File: src/rtl/datapath_src_mux51_sched.sv
// -----------------------------------------------------------------------------
// datapath_src_mux51_sched
// Burst-locking scheduler for a 5:1 handshake source mux (sources A..E).
// Picks a winner among the source valids (round-robin or fixed priority) and
// holds the mux select for a programmable burst of beats. While no grant is
// held, the downstream handshake is gated off.
//
// Optional feature macro: DATAPATH_SRC_MUX51_SCHED_LAST_EN
//   When defined, adds src_last[4:0]. A beat carrying the granted source's
//   last flag ends the burst early, exactly like the final counted beat.
//   When undefined, a burst ends purely on the beat count.
// -----------------------------------------------------------------------------
module datapath_src_mux51_sched #(
    parameter int unsigned BL_W  = 4,
    parameter int unsigned SRC_N = 5    // fixed at 5: the select encoding assumes it
) (
    input  logic              clk,
    input  logic              rst_n,
    input  logic [SRC_N-1:0]  src_valid,
`ifdef DATAPATH_SRC_MUX51_SCHED_LAST_EN
    input  logic [SRC_N-1:0]  src_last,
`endif
    input  logic [BL_W-1:0]   cfg_burst_len,
    input  logic              cfg_fix_prio,
    output logic [2:0]        mux_sel,
    input  logic              mux_z_valid,
    output logic              mux_z_ready,
    output logic              out_valid,
    input  logic              out_ready,
    output logic [SRC_N-1:0]  gnt_onehot,
    output logic              busy
);

    // -------------------------------------------------------------------------
    // State encoding
    // -------------------------------------------------------------------------
    localparam logic [0:0] ST_IDLE = 1'b0;
    localparam logic [0:0] ST_BUSY = 1'b1;

    // Beat counter is one bit wider so a zero config can load 2**BL_W.
    localparam logic [BL_W:0] CNT_ONE  = {{BL_W{1'b0}}, 1'b1};
    localparam logic [BL_W:0] CNT_FULL = {1'b1, {BL_W{1'b0}}};

    // -------------------------------------------------------------------------
    // Arbitration helpers
    // -------------------------------------------------------------------------

    // Fixed priority: the lowest-index requester wins (A > B > C > D > E).
    function automatic logic [2:0] fix_pick(input logic [4:0] req);
        logic [2:0] win;
        casez (req)
            5'b????1: win = 3'd0;
            5'b???10: win = 3'd1;
            5'b??100: win = 3'd2;
            5'b?1000: win = 3'd3;
            5'b10000: win = 3'd4;
            default:  win = 3'd0;
        endcase
        return win;
    endfunction

    // Round-robin: search starts one past the last winner, wrapping E -> A.
    function automatic logic [2:0] rr_pick(input logic [4:0] req,
                                           input logic [2:0] ptr);
        logic [2:0] idx;
        logic [2:0] win;
        logic       found;
        idx   = ptr;
        win   = 3'd0;
        found = 1'b0;
        for (int i = 0; i < 5; i++) begin
            if (idx >= 3'd4) begin
                idx = 3'd0;
            end else begin
                idx = idx + 3'd1;
            end
            if (!found && req[idx]) begin
                win   = idx;
                found = 1'b1;
            end else begin
                found = found;
            end
        end
        return win;
    endfunction

    // Binary select to one-hot grant.
    function automatic logic [4:0] sel_to_onehot(input logic [2:0] sel);
        logic [4:0] oh;
        case (sel)
            3'd0:    oh = 5'b00001;
            3'd1:    oh = 5'b00010;
            3'd2:    oh = 5'b00100;
            3'd3:    oh = 5'b01000;
            3'd4:    oh = 5'b10000;
            default: oh = 5'b00000;
        endcase
        return oh;
    endfunction

    // -------------------------------------------------------------------------
    // Registers and next-state signals
    // -------------------------------------------------------------------------
    logic [0:0]       state_q,  state_d;
    logic [2:0]       sel_q,    sel_d;
    logic [4:0]       gnt_q,    gnt_d;
    logic [BL_W:0]    cnt_q,    cnt_d;
    logic [2:0]       rr_ptr_q, rr_ptr_d;

    logic             busy_s;
    logic             beat_s;
    logic             cnt_last_s;
    logic             last_flag_s;
    logic             final_s;
    logic             any_req_s;
    logic [2:0]       winner_s;
    logic [BL_W:0]    load_cnt_s;

    assign busy_s    = (state_q == ST_BUSY);
    assign any_req_s = |src_valid;

    // Handshake gating and beat detection.
    always_comb begin
        out_valid   = busy_s & mux_z_valid;
        mux_z_ready = busy_s & out_ready;
        beat_s      = busy_s & mux_z_valid & out_ready;
    end

    // End-of-burst detection: final counted beat, or an early last flag.
    always_comb begin
        cnt_last_s = (cnt_q == CNT_ONE);
`ifdef DATAPATH_SRC_MUX51_SCHED_LAST_EN
        last_flag_s = src_last[sel_q];
`else
        last_flag_s = 1'b0;
`endif
        // Both conditions together still produce a single release.
        final_s = beat_s & (cnt_last_s | last_flag_s);
    end

    // Winner selection and burst length for the next grant load.
    always_comb begin
        if (cfg_fix_prio) begin
            winner_s = fix_pick(src_valid);
        end else begin
            winner_s = rr_pick(src_valid, rr_ptr_q);
        end
        if (cfg_burst_len == {BL_W{1'b0}}) begin
            load_cnt_s = CNT_FULL;
        end else begin
            load_cnt_s = {1'b0, cfg_burst_len};
        end
    end

    // Scheduler next-state: grant load, beat countdown, release.
    always_comb begin
        state_d  = state_q;
        sel_d    = sel_q;
        gnt_d    = gnt_q;
        cnt_d    = cnt_q;
        rr_ptr_d = rr_ptr_q;
        case (state_q)
            ST_IDLE: begin
                if (any_req_s) begin
                    state_d  = ST_BUSY;
                    sel_d    = winner_s;
                    gnt_d    = sel_to_onehot(winner_s);
                    cnt_d    = load_cnt_s;
                    rr_ptr_d = winner_s;
                end else begin
                    state_d  = ST_IDLE;
                end
            end
            ST_BUSY: begin
                if (final_s) begin
                    if (any_req_s) begin
                        // Zero-bubble hand-over; the same source may win again.
                        state_d  = ST_BUSY;
                        sel_d    = winner_s;
                        gnt_d    = sel_to_onehot(winner_s);
                        cnt_d    = load_cnt_s;
                        rr_ptr_d = winner_s;
                    end else begin
                        state_d  = ST_IDLE;
                        gnt_d    = 5'b00000;
                        cnt_d    = {(BL_W+1){1'b0}};
                    end
                end else if (beat_s) begin
                    cnt_d = cnt_q - CNT_ONE;
                end else begin
                    // Stall: select, grant and count all hold.
                    cnt_d = cnt_q;
                end
            end
            default: begin
                state_d  = ST_IDLE;
                sel_d    = 3'd0;
                gnt_d    = 5'b00000;
                cnt_d    = {(BL_W+1){1'b0}};
                rr_ptr_d = 3'd4;
            end
        endcase
    end

    // Scheduler state registers; reset drops any grant immediately.
    always_ff @(posedge clk or negedge rst_n) begin
        if (!rst_n) begin
            state_q  <= ST_IDLE;
            sel_q    <= 3'd0;
            gnt_q    <= 5'b00000;
            cnt_q    <= {(BL_W+1){1'b0}};
            rr_ptr_q <= 3'd4;
        end else begin
            state_q  <= state_d;
            sel_q    <= sel_d;
            gnt_q    <= gnt_d;
            cnt_q    <= cnt_d;
            rr_ptr_q <= rr_ptr_d;
        end
    end

    assign mux_sel    = sel_q;
    assign gnt_onehot = gnt_q;
    assign busy       = busy_s;

endmodule

File: config.mk
export PLATFORM = sky130hd
export DESIGN_NAME = datapath_src_mux51_sched
export DESIGN_NICKNAME = d
export VERILOG_FILES = /design/src/rtl/datapath_src_mux51_sched.sv
export SDC_FILE = /design/constraint.sdc
export NUM_CORES = 1
export LEC_CHECK = 0
export ABC_CLOCK_PERIOD_IN_PS = 9600
export CORE_UTILIZATION = 59
export DETAILED_ROUTE_END_ITERATION = 10
export PLACE_DENSITY = 0.95
export SETUP_SLACK_MARGIN = 0.1
export SLEW_MARGIN = 10
export SYNTH_ARGS = -nofsm -noshare
export SYNTH_HDL_FRONTEND = slang
export SYNTH_SLANG_ARGS = --single-unit
export TNS_END_PERCENT = 50
File: constraint.sdc
create_clock -name clk -period 9.6 [get_ports clk]
set_input_delay 1.92 -clock clk [delete_from_list [all_inputs] [get_ports clk]]
set_output_delay 1.92 -clock clk [all_outputs]
set_load 0.05 [all_outputs]
==> results.py, run 1 <==
metrics = {
    "status": {
        "status": "finished clean",
    },
    "worst_hold_path": {
        "timing.hold.worst.class": "flop to flop",
    },
    "place": {
        "place.gp.congestion": 0.899,
        "dp_hpwl_mm": 3.15,
        "port_buffers": 24,
        "detailed_place.area_um2": 1890,
    },
    "setup_path": {
        "cpLargestDelayFamily": "buffers and inverters",
        "worstPathRequired_ps": 7680,
        "critPathKind": "input pin to primary output",
        "crit_buf_inv": 2,
        "path_max_fanout": 5,
        "crit_path_max_incr_delay_ps": 830,
        "critical_path_sink_type": "primary output",
        "worst-endpoint-arrival_ps": 3410,
        "crit_path_top_delay_cell": "clkdlybuf4s50_1",
        "critical_path.most_common_cell": "clkdlybuf4s50_1",
        "critical_path.cell_chain": "clkdlybuf4s50_1, and2_1, clkdlybuf4s50_1",
        "startpoint_type": "input pin",
    },
    "cts": {
        "post-cts-setup-buffer-count": 0,
        "clock_tree_sinks": 15,
        "cts_root_buf": "clkbuf_4",
        "cts-htree-levels": 1,
        "hold_buffers": 0,
        "cts_tree": "built",
        "cts_resized": 0,
        "numCtsBuffers": 3,
        "clock_tree.buffer_depth": 2,
        "path_clk_slew_ps": 80,
        "clock_latency_late_sink_ps": 280,
    },
    "layout": {
        "layout.nets": 247,
        "layout.filler_cells": 199,
        "areaGrowthSynthToFinish_pct": 14.7,
        "post_route_cell_area_um2": 1920,
        "diodes": 0,
        "layout.cells.most_common": "clkdlybuf4s50_1",
        "top_library_cells_by_usage_in_the_layout_fill_and_taps_aside": "24 x clkdlybuf4s50_1, 19 x nor2_1, 19 x nand2_1, 19 x o21ai_0, 14 x dfrtp_1",
        "layout-drive-gt1-share": 0.134,
        "seqCellArea_um2": 377,
        "multi_input_comb_area_um2": 1180,
    },
    "logic_synthesis": {
        "synth_area_um2": 1670,
        "synth_top_family_by_area": "compound AO/OA/AOI/OAI gates",
        "multiplexer_share_of_the_synthesized_area": 0.0389,
        "synthesized_instance_count": 206,
        "syn-num-nets": 228,
        "synth_warnings": 0,
        "post_synthesis_share_of_cell_area_spent_on_full_adders_half_adders_and_majority_gates": 0.0599,
        "synth-seq-area-share": 0.225,
        "synthXorXnorAreaFrac": 0,
        "postSynthRegisterBits": 15,
        "netlist-cell-type-count": 61,
        "ys.flop_type": "dfrtp_1",
        "synthArstFlopShare": 1.00,
        "synth_simple_gate_area_frac": 0.275,
        "synth-edff-count": 0,
        "syn-mean-instance-area_um2": 8.11,
        "synth_compound_area_frac": 0.334,
    },
    "global_route": {
        "grt_pass1_wl_mm": 6.97,
        "antenna_found_initial": 0,
        "grt_overflow_total": 0,
        "maximum_number_of_pins_on_one_net_before_global_route_repair": 17,
        "global_route.usage.total": 0.276,
        "grt_pass1_vias": 1578,
    },
    "sta": {
        "tightest_slew_ps": 671,
        "fmax_mhz": 188,
        "final_setup_fails": 0,
        "final_hold_viol_count": 0,
        "skew_ps": 5.16,
        "slew_violations": 0,
        "grt_setup_unrepaired": "false",
        "fin_crit_sh": 0.555,
        "finalSetupTns_ps": 0,
        "period_needed_ps": 5330,
        "relSlewSlack": 0.551,
    },
    "drt": {
        "antenna_violating_nets_post_route": 0,
        "remaining_drc_errors": 0,
        "via_per_inst": 6.57,
        "wl_per_cell_um": 16.0,
        "dr.pass1.iters": 5,
        "vias": 1669,
        "drt_iter0_drc": 126,
        "total_detailed_routing_wirelength_mm": 4.05,
    },
    "flow_run": {
        "max_cap_violations": 0,
    },
    "floorplanning": {
        "floorplan.die.width_um": 55.2,
        "io_pins": 25,
        "die-area_um2": 3050,
        "initial_utilization": 0.651,
        "fp.coreArea_um2": 2570,
        "die_h_um": 55.2,
        "std_cell_rows": 18,
    },
}
[state kept, by name (all words and copies together) (netlist names)]
name        cells
cnt_q           5
mux_sel         1
rr_ptr_q        3
gnt_onehot      5
busy            1
[through the flow]
| stage | setup slack [ps] | hold slack (ps) | std cells | utilization |
|---|---|---|---|---|
| 4_1_cts | 4290 | 509 | 254 | 0.747 |
| 3_5_place_dp | 4290 | 476 | 250 | 0.736 |
| 5_1_grt | 4230 | 529 | 254 | 0.747 |
| 3_3_place_gp | 4310 | 473 | 250 | 0.736 |
| 2_1_floorplan | 5130 | 473 | 206 | - |
| 6_report | 4270 | 509 | 254 | 0.747 |
[routing by layer]
metal	routed length, µm	vias up	global-route usage
li1	-	808	-
met5	0	-	0
met4	68	0	0.0964
met2	1910	60	0.435
met3	214	11	0.0304
met1	1860	790	0.393
[path summary, 6_finish.rpt]
kind / start / to / slack, ps / cells past startpoint
max: out_ready / mux_z_ready / 4270 / 3
min: gnt_onehot[0] / gnt_onehot[0] / 510 / 2
max reg2reg: rr_ptr_q[0] / gnt_onehot[3] / 4690 / 19
min reg2reg: gnt_onehot[0] / gnt_onehot[0] / 510 / 2
max in group asynchronous: rst_n / gnt_onehot[4] / 7130 / 1
min in group asynchronous: rst_n / busy / 2040 / 1
[area by class of cell]
type	instances	area share
multi-input cells	167	0.617
repair buffers	24	0.125
clock buffers	4	0.0137
flip-flops and latches	15	0.196
inverters	14	0.0274
well taps	30	0.0196
[tightest hold or removal path, delay by kind of cell, from the launching register on]
family / cells / cell delay (ps)
AO/OA/AOI/OAI: 1 / 50
AND/OR/NAND/NOR: 1 / 70
flip-flops: 1 / 370
[Yosys cell counts, drive strengths merged, types with 2 or more instances]
library cell	instances	area share
mux2i	2	0.012
a21oi	12	0.040
o31a	2	0.010
o21ai	24	0.081
ha	8	0.060
a221oi	2	0.021
nor3	6	0.021
and2	4	0.015
nand2	19	0.043
a21boi	2	0.0090
o211ai	4	0.021
mux2	4	0.027
nor4	6	0.026
nand2b	7	0.031
inv	14	0.031
nand3b	3	0.013
a32o	4	0.024
nor2	21	0.050
o41ai	2	0.019
buf	6	0.026
o21a	2	0.0090
nor2b	5	0.019
nand4	3	0.011
nor3b	2	0.0090
a31oi	4	0.024
dfrtp	14	0.21
clkbuf	4	0.0090
[kinds of logic (layout without fill, tap and decap cells)]
family | after synthesis | after routing
buffers and inverters | 24 | 42
and+or+nand+nor | 83 | 83
AOI/OAI and AO/OA | 70 | 70
muxes | 6 | 6
adders and majority gates | 8 | 8
DFF | 15 | 15
Power of run 1 is left out: the tool's default activity adds up to more than one toggle a clock period on the data nets, which glitch-free logic cannot reach.
==> inputs of run 2 (changes only) <==
--- a/config.mk
+++ b/config.mk
@@ -5,10 +5,10 @@
 export SDC_FILE = /design/constraint.sdc
 export NUM_CORES = 1
 export LEC_CHECK = 0
-export ABC_CLOCK_PERIOD_IN_PS = 9600
-export CORE_UTILIZATION = 59
+export ABC_CLOCK_PERIOD_IN_PS = 4900
+export CORE_UTILIZATION = 49
 export DETAILED_ROUTE_END_ITERATION = 10
-export PLACE_DENSITY = 0.95
+export PLACE_DENSITY = 0.87
 export SETUP_SLACK_MARGIN = 0.1
 export SLEW_MARGIN = 10
 export SYNTH_ARGS = -nofsm -noshare
==> constraint.sdc (replaced) <==
create_clock -name clk -period 4.9 [get_ports clk]
set_input_delay 0.98 -clock clk [delete_from_list [all_inputs] [get_ports clk]]
set_output_delay 0.98 -clock clk [all_outputs]
set_load 0.05 [all_outputs]
==> run 2 against run 1 <==
Against the previous run: worst setup slack worse by 3800 ps; non-clock buffer count up 1; hold slack worse by 14 ps; sequential share of layout area down 0.29 points; flip-flop and latch count unchanged; critical endpoint is now gnt_onehot[1]; clock skew up 1.3 ps; clock-buffer cell count down 1; core utilization down 13 points.
==> results.py, run 2 (synthesized netlist as in run 1, its figures left out) <==
metrics = {
    "status": {
        "status": "finished clean",
    },
    "global_route": {
        "grt_pass1_wl_mm": 6.69,
        "maximum_number_of_pins_on_one_net_before_global_route_repair": 17,
        "grt_overflow_total": 0,
        "antenna_found_initial": 0,
        "global_route.usage.total": 0.243,
        "grt_pass1_vias": 1488,
    },
    "sta": {
        "fin_crit_sh": 0.906,
        "slew_violations": 0,
        "min_setup_slack_post_route_ps": 460,
        "finalSetupTns_ps": 0,
        "relSlewSlack": 0.535,
        "skew_ps": 6.47,
        "fmax_mhz": 225,
        "final_hold_viol_count": 0,
        "grt_setup_unrepaired": "false",
        "tightest_slew_ps": 695,
        "final_setup_fails": 0,
        "period_needed_ps": 4440,
    },
    "drt": {
        "dr.pass1.iters": 4,
        "wl_per_cell_um": 14.7,
        "total_detailed_routing_wirelength_mm": 3.94,
        "via_per_inst": 6.06,
        "remaining_drc_errors": 0,
        "drt_iter0_drc": 153,
        "antenna_violating_nets_post_route": 0,
        "vias": 1630,
    },
    "setup_path": {
        "crit_buf_inv": 3,
        "critical_path.cell_chain": "buf_4, ha_2, and2b_1, nor2_1, inv_1, ha_1, a21boi_0, ha_1, nand2_1, inv_1, ha_1, nor4_1, o31a_1, a311o_1, o21ai_2, a41oi_2, o21ai_2, a32o_1",
        "crit_path_top_delay_cell": "ha_1",
        "worst-r2r-cell-count": 18,
        "cpLargestDelayFamily": "compound AO/OA/AOI/OAI gates",
        "critical_path.most_common_cell": "ha_1",
        "setup.reg_to_reg.worst_slack_ps": 460,
        "critical_path_sink_type": "flop",
        "worst_r2r_startpoint": "rr_ptr_q[0]",
        "worst_r2r_endpoint": "gnt_onehot[1]",
        "path_max_fanout": 12,
        "worst-endpoint-arrival_ps": 4680,
        "crit_path_max_incr_delay_ps": 380,
        "startpoint_type": "flop",
        "worstPathRequired_ps": 5140,
        "critPathKind": "flop to flop",
    },
    "place": {
        "place.gp.congestion": 0.989,
        "detailed_place.area_um2": 1920,
        "place_ws_ps": 451,
        "port_buffers": 24,
        "dp_hpwl_mm": 2.93,
    },
    "cts": {
        "cts-htree-levels": 1,
        "cts_tree": "built",
        "clock_tree.buffer_depth": 2,
        "hold_buffers": 0,
        "cts_root_buf": "clkbuf_4",
        "path_clk_slew_ps": 100,
        "clock_tree_sinks": 15,
        "numCtsBuffers": 3,
        "clock_latency_late_sink_ps": 300,
    },
    "layout": {
        "areaGrowthSynthToFinish_pct": 16.4,
        "diodes": 0,
        "layout.filler_cells": 287,
        "layout.cells.most_common": "clkdlybuf4s50_1",
        "post_route_cell_area_um2": 1950,
        "finish.utilization": 0.617,
        "layout.nets": 248,
        "seqCellArea_um2": 377,
        "multi_input_comb_area_um2": 1190,
        "top_library_cells_by_usage_in_the_layout_fill_and_taps_aside": "24 x clkdlybuf4s50_1, 19 x nor2_1, 19 x nand2_1, 19 x o21ai_0, 14 x dfrtp_1",
        "layout-drive-gt1-share": 0.147,
    },
    "floorplanning": {
        "io_pins": 25,
        "die_h_um": 60.4,
        "die-area_um2": 3650,
        "initial_utilization": 0.530,
        "fp.coreArea_um2": 3150,
        "std_cell_rows": 20,
        "floorplan.die.width_um": 60.4,
    },
    "worst_hold_path": {
        "worstHoldEndpoint": "gnt_onehot[2]",
        "whs_path_depth": 2,
        "hold_start": "gnt_onehot[2]",
        "timing.hold.worst.class": "flop to flop",
    },
    "flow_run": {
        "max_cap_violations": 0,
    },
}
run 2: area by class of cell:
type | count | area share
tap | 44 | 0.0283
sequential | 15 | 0.194
clock inverter | 1 | 0.00257
timing repair buffer | 25 | 0.127
multi-input combinational | 167 | 0.610
clock buffer | 3 | 0.0116
inverter | 14 | 0.0270
run 2: worst max path at each step:
stage | from | to | slack [ps] | depth (start not counted)
after floorplan | rr_ptr_q[0] | gnt_onehot[1] | 640 | 20
after global placement | rr_ptr_q[0] | gnt_onehot[1] | 540 | 18
after detailed placement | rr_ptr_q[0] | gnt_onehot[1] | 450 | 18
after CTS | rr_ptr_q[0] | gnt_onehot[1] | 410 | 18
after global routing | rr_ptr_q[0] | gnt_onehot[1] | 160 | 18
final | rr_ptr_q[0] | gnt_onehot[1] | 460 | 18
run 2: what timing repair did:
item,4_1_cts,5_1_grt
buffers inserted,0,0
gates resized for setup,0,1
setup endpoints to repair,0,5
hold endpoints to repair,0,0
run 2: worst min-delay path, stage by stage, from the launching register on:
cell and delay (ps):
dfrtp_1 360, nand2_1 60, o41ai_2 50
run 2: routing by layer:
layer / share of wire / vias up / track usage
met1: 0.46 / 756 / 0.336
li1: - / 805 / -
met3: 0.056 / 13 / 0.0448
met4: 0.020 / 0 / 0.0698
met2: 0.46 / 56 / 0.388
met5: 0 / - / 0
run 2: metrics by stage:
stage                     instances  hold WS, ps
after floorplan                 206          473
after detailed placement        265          479
after global placement          265          474
final                           269          495
after global routing            269          517
after CTS                       269          502
Power of run 2 is left out for the same reason.
==> inputs of run 3 (changes only) <==
--- a/config.mk
+++ b/config.mk
@@ -5,13 +5,15 @@
 export SDC_FILE = /design/constraint.sdc
 export NUM_CORES = 1
 export LEC_CHECK = 0
+export ABC_AREA = 1
 export ABC_CLOCK_PERIOD_IN_PS = 4900
+export CORE_ASPECT_RATIO = 1.1
 export CORE_UTILIZATION = 49
 export DETAILED_ROUTE_END_ITERATION = 10
-export PLACE_DENSITY = 0.87
+export PLACE_DENSITY = 0.88
 export SETUP_SLACK_MARGIN = 0.1
 export SLEW_MARGIN = 10
 export SYNTH_ARGS = -nofsm -noshare
 export SYNTH_HDL_FRONTEND = slang
 export SYNTH_SLANG_ARGS = --single-unit
-export TNS_END_PERCENT = 50
+export TNS_END_PERCENT = 1
==> run 3 against run 2 <==
Against the previous run: wire length shrank 8.0%; core utilization is 0.25 points lower; worst setup slack better by 710 ps; flip-flop and latch count unchanged; the flow now finishes with violations (DRC); area after synthesis decreased by 3.4%; via count rose by 0.49%; cell area down 2.1%; die area down 3.3%; synthesized cell count is 23% higher.
==> results.py, run 3 <==
metrics = {
    "logic_synthesis": {
        "synth-edff-count": 0,
        "post-synth-top-area-fraction": 0.217,
        "synth_compound_area_frac": 0.0721,
        "synth_top_cells_by_area": "dfrtp_1 22%, nand2_1 17%, nand3_1 12%, inv_1 9.1%, ha_1 6.2%",
        "yosysMostFrequentCell": "nand2_1",
        "synthArstFlopShare": 1.00,
        "synth_top_cell_by_area": "dfrtp_1",
        "synthesized_instance_count": 253,
        "multiplexer_share_of_the_synthesized_area": 0,
        "ys_top_cells_by_count": "75 x nand2_1, 39 x inv_1, 38 x nand3_1, 14 x dfrtp_1, 13 x nor2_1",
        "synth-seq-area-share": 0.233,
        "post_synthesis_share_of_cell_area_spent_on_full_adders_half_adders_and_majority_gates": 0.0620,
        "syn-num-nets": 275,
        "synth_area_um2": 1610,
        "synth_simple_gate_area_frac": 0.500,
        "synth_top_family_by_area": "simple AND/OR/NAND/NOR gates",
        "ys.flop_type": "dfrtp_1",
        "synth_warnings": 0,
        "syn-mean-instance-area_um2": 6.38,
        "postSynthRegisterBits": 15,
        "synthXorXnorAreaFrac": 0.0163,
        "netlist-cell-type-count": 27,
    },
    "sta": {
        "fmax_mhz": 268,
        "relSlewSlack": 0.584,
        "final_setup_fails": 0,
        "final_hold_viol_count": 0,
        "period_needed_ps": 3730,
        "slew_violations": 0,
        "grt_setup_unrepaired": "false",
        "skew_ps": 12.7,
        "min_setup_slack_post_route_ps": 1170,
        "finalSetupTns_ps": 0,
        "fin_crit_sh": 0.761,
        "tightest_slew_ps": 622,
    },
    "setup_path": {
        "worstPathRequired_ps": 5070,
        "critical_path_sink_type": "flop",
        "crit_path_max_incr_delay_ps": 420,
        "path_max_fanout": 5,
        "critPathKind": "flop to flop",
        "worst-endpoint-arrival_ps": 3900,
        "crit_path_top_delay_cell": "dfrtp_1",
        "startpoint_type": "flop",
        "critical_path.most_common_cell": "nand2_1",
        "setup.reg_to_reg.worst_slack_ps": 1170,
    },
    "global_route": {
        "grt_overflow_total": 0,
        "antenna_found_initial": 0,
        "maximum_number_of_pins_on_one_net_before_global_route_repair": 16,
        "grt_pass1_vias": 1535,
        "global_route.usage.total": 0.228,
        "grt_pass1_wl_mm": 6.49,
    },
    "drt": {
        "met1_length_mm": 1.74,
        "via_per_inst": 5.25,
        "drt_iter0_drc": 114,
        "dr.pass1.iters": 7,
        "remaining_drc_errors": 6,
        "top_layer_used": "met4",
        "wl_met2_mm": 1.73,
        "total_detailed_routing_wirelength_mm": 3.63,
        "wl_per_cell_um": 11.6,
        "vias": 1638,
        "antenna_violating_nets_post_route": 0,
        "wl_met3_um": 129,
    },
    "layout": {
        "layout.filler_cells": 291,
        "seqCellArea_um2": 377,
        "finish.utilization": 0.615,
        "layout.cells.most_common": "nand2_1",
        "layout-drive-gt1-share": 0.133,
        "diodes": 0,
        "post_route_cell_area_um2": 1910,
        "multi_input_comb_area_um2": 1050,
        "areaGrowthSynthToFinish_pct": 18.1,
        "top_library_cells_by_usage_in_the_layout_fill_and_taps_aside": "75 x nand2_1, 39 x inv_1, 38 x nand3_1",
        "layout.nets": 301,
    },
    "floorplanning": {
        "floorplan.die.width_um": 56.7,
        "initial_utilization": 0.521,
        "die_h_um": 62.2,
        "fp.coreArea_um2": 3100,
        "std_cell_rows": 21,
        "io_pins": 25,
        "die-area_um2": 3530,
    },
    "place": {
        "port_buffers": 24,
        "dp_hpwl_mm": 2.84,
        "place.gp.congestion": 0.888,
        "place_ws_ps": 1210,
        "detailed_place.area_um2": 1880,
    },
    "cts": {
        "numCtsBuffers": 3,
        "clock_tree.buffer_depth": 2,
        "path_clk_slew_ps": 90,
        "post-cts-setup-buffer-count": 0,
        "cts_resized": 0,
        "cts_root_buf": "clkbuf_4",
        "hold_buffers": 0,
        "cts_tree": "built",
        "cts-htree-levels": 1,
        "clock_latency_late_sink_ps": 290,
        "clock_tree_sinks": 15,
    },
    "worst_hold_path": {
        "timing.hold.worst.class": "flop to flop",
    },
    "status": {
        "failed_checks": "DRC",
        "status": "finished, violations left",
    },
    "flow_run": {
        "max_cap_violations": 0,
    },
}
run 3: changes by cell type after synthesis, moves of 5 or more:
cell | before | now
nand3_1 | 1 | 38
nand2b_1 | 6 | 0
o21ai_0 | 19 | 9
nand2_2 | 0 | 10
inv_1 | 13 | 39
nor2_1 | 19 | 13
nor4_1 | 5 | 0
a21oi_1 | 10 | 1
inv_2 | 1 | 6
nand2_1 | 19 | 75
nor2b_1 | 5 | 0
nand2_4 | 0 | 6
run 3: kinds of logic (layout without fill, tap and decap cells):
group,count (synthesis),count (layout)
flops,15,15
simple gates,160,160
fa+ha+maj,8,8
xor+xnor,3,3
buf+inv,48,73
compound gates,19,19
run 3: per-stage QoR:
| stage | hold WS, ps | cells |
|---|---|---|
| after floorplan | 518 | 253 |
| after global placement | 474 | 308 |
| after detailed placement | 467 | 308 |
| after CTS | 501 | 312 |
| after global routing | 525 | 312 |
| final | 497 | 312 |
run 3: worst max-delay path: cells and delay by family (launching register included):
kind	cells	cell delay, ps
AO/OA/AOI/OAI	1	160
adder cells (fa/ha/maj)	5	1450
buffers and inverters	6	380
flip-flops	1	420
AND/OR/NAND/NOR	14	1200
run 3: metal layers:
| metal | global-route usage | vias to the layer above |
|---|---|---|
| li1 | - | 861 |
| met1 | 0.304 | 740 |
| met2 | 0.384 | 33 |
| met3 | 0.0292 | 4 |
| met4 | 0.0625 | 0 |
| met5 | 0 | - |
run 3: area by class of cell:
cell class,count,share of cell area
well taps,34,0.0223
multi-input cells,190,0.551
repair buffers,24,0.126
clock inverters,1,0.00263
inverters,45,0.0886
clock buffers,3,0.0118
flip-flops and latches,15,0.198
run 3: worst paths after layout:
kind | start | end | depth (start not counted)
setup reg to reg | rr_ptr_q[0] | gnt_onehot[0] | 26
max in group asynchronous | rst_n | gnt_onehot[4] | 1
hold reg to reg | gnt_onehot[3] | gnt_onehot[3] | 2
hold / removal | gnt_onehot[3] | gnt_onehot[3] | 2
setup / recovery | rr_ptr_q[0] | gnt_onehot[0] | 26
min in group asynchronous | rst_n | cnt_q[3] | 1
Power of run 3 is left out for the same reason.
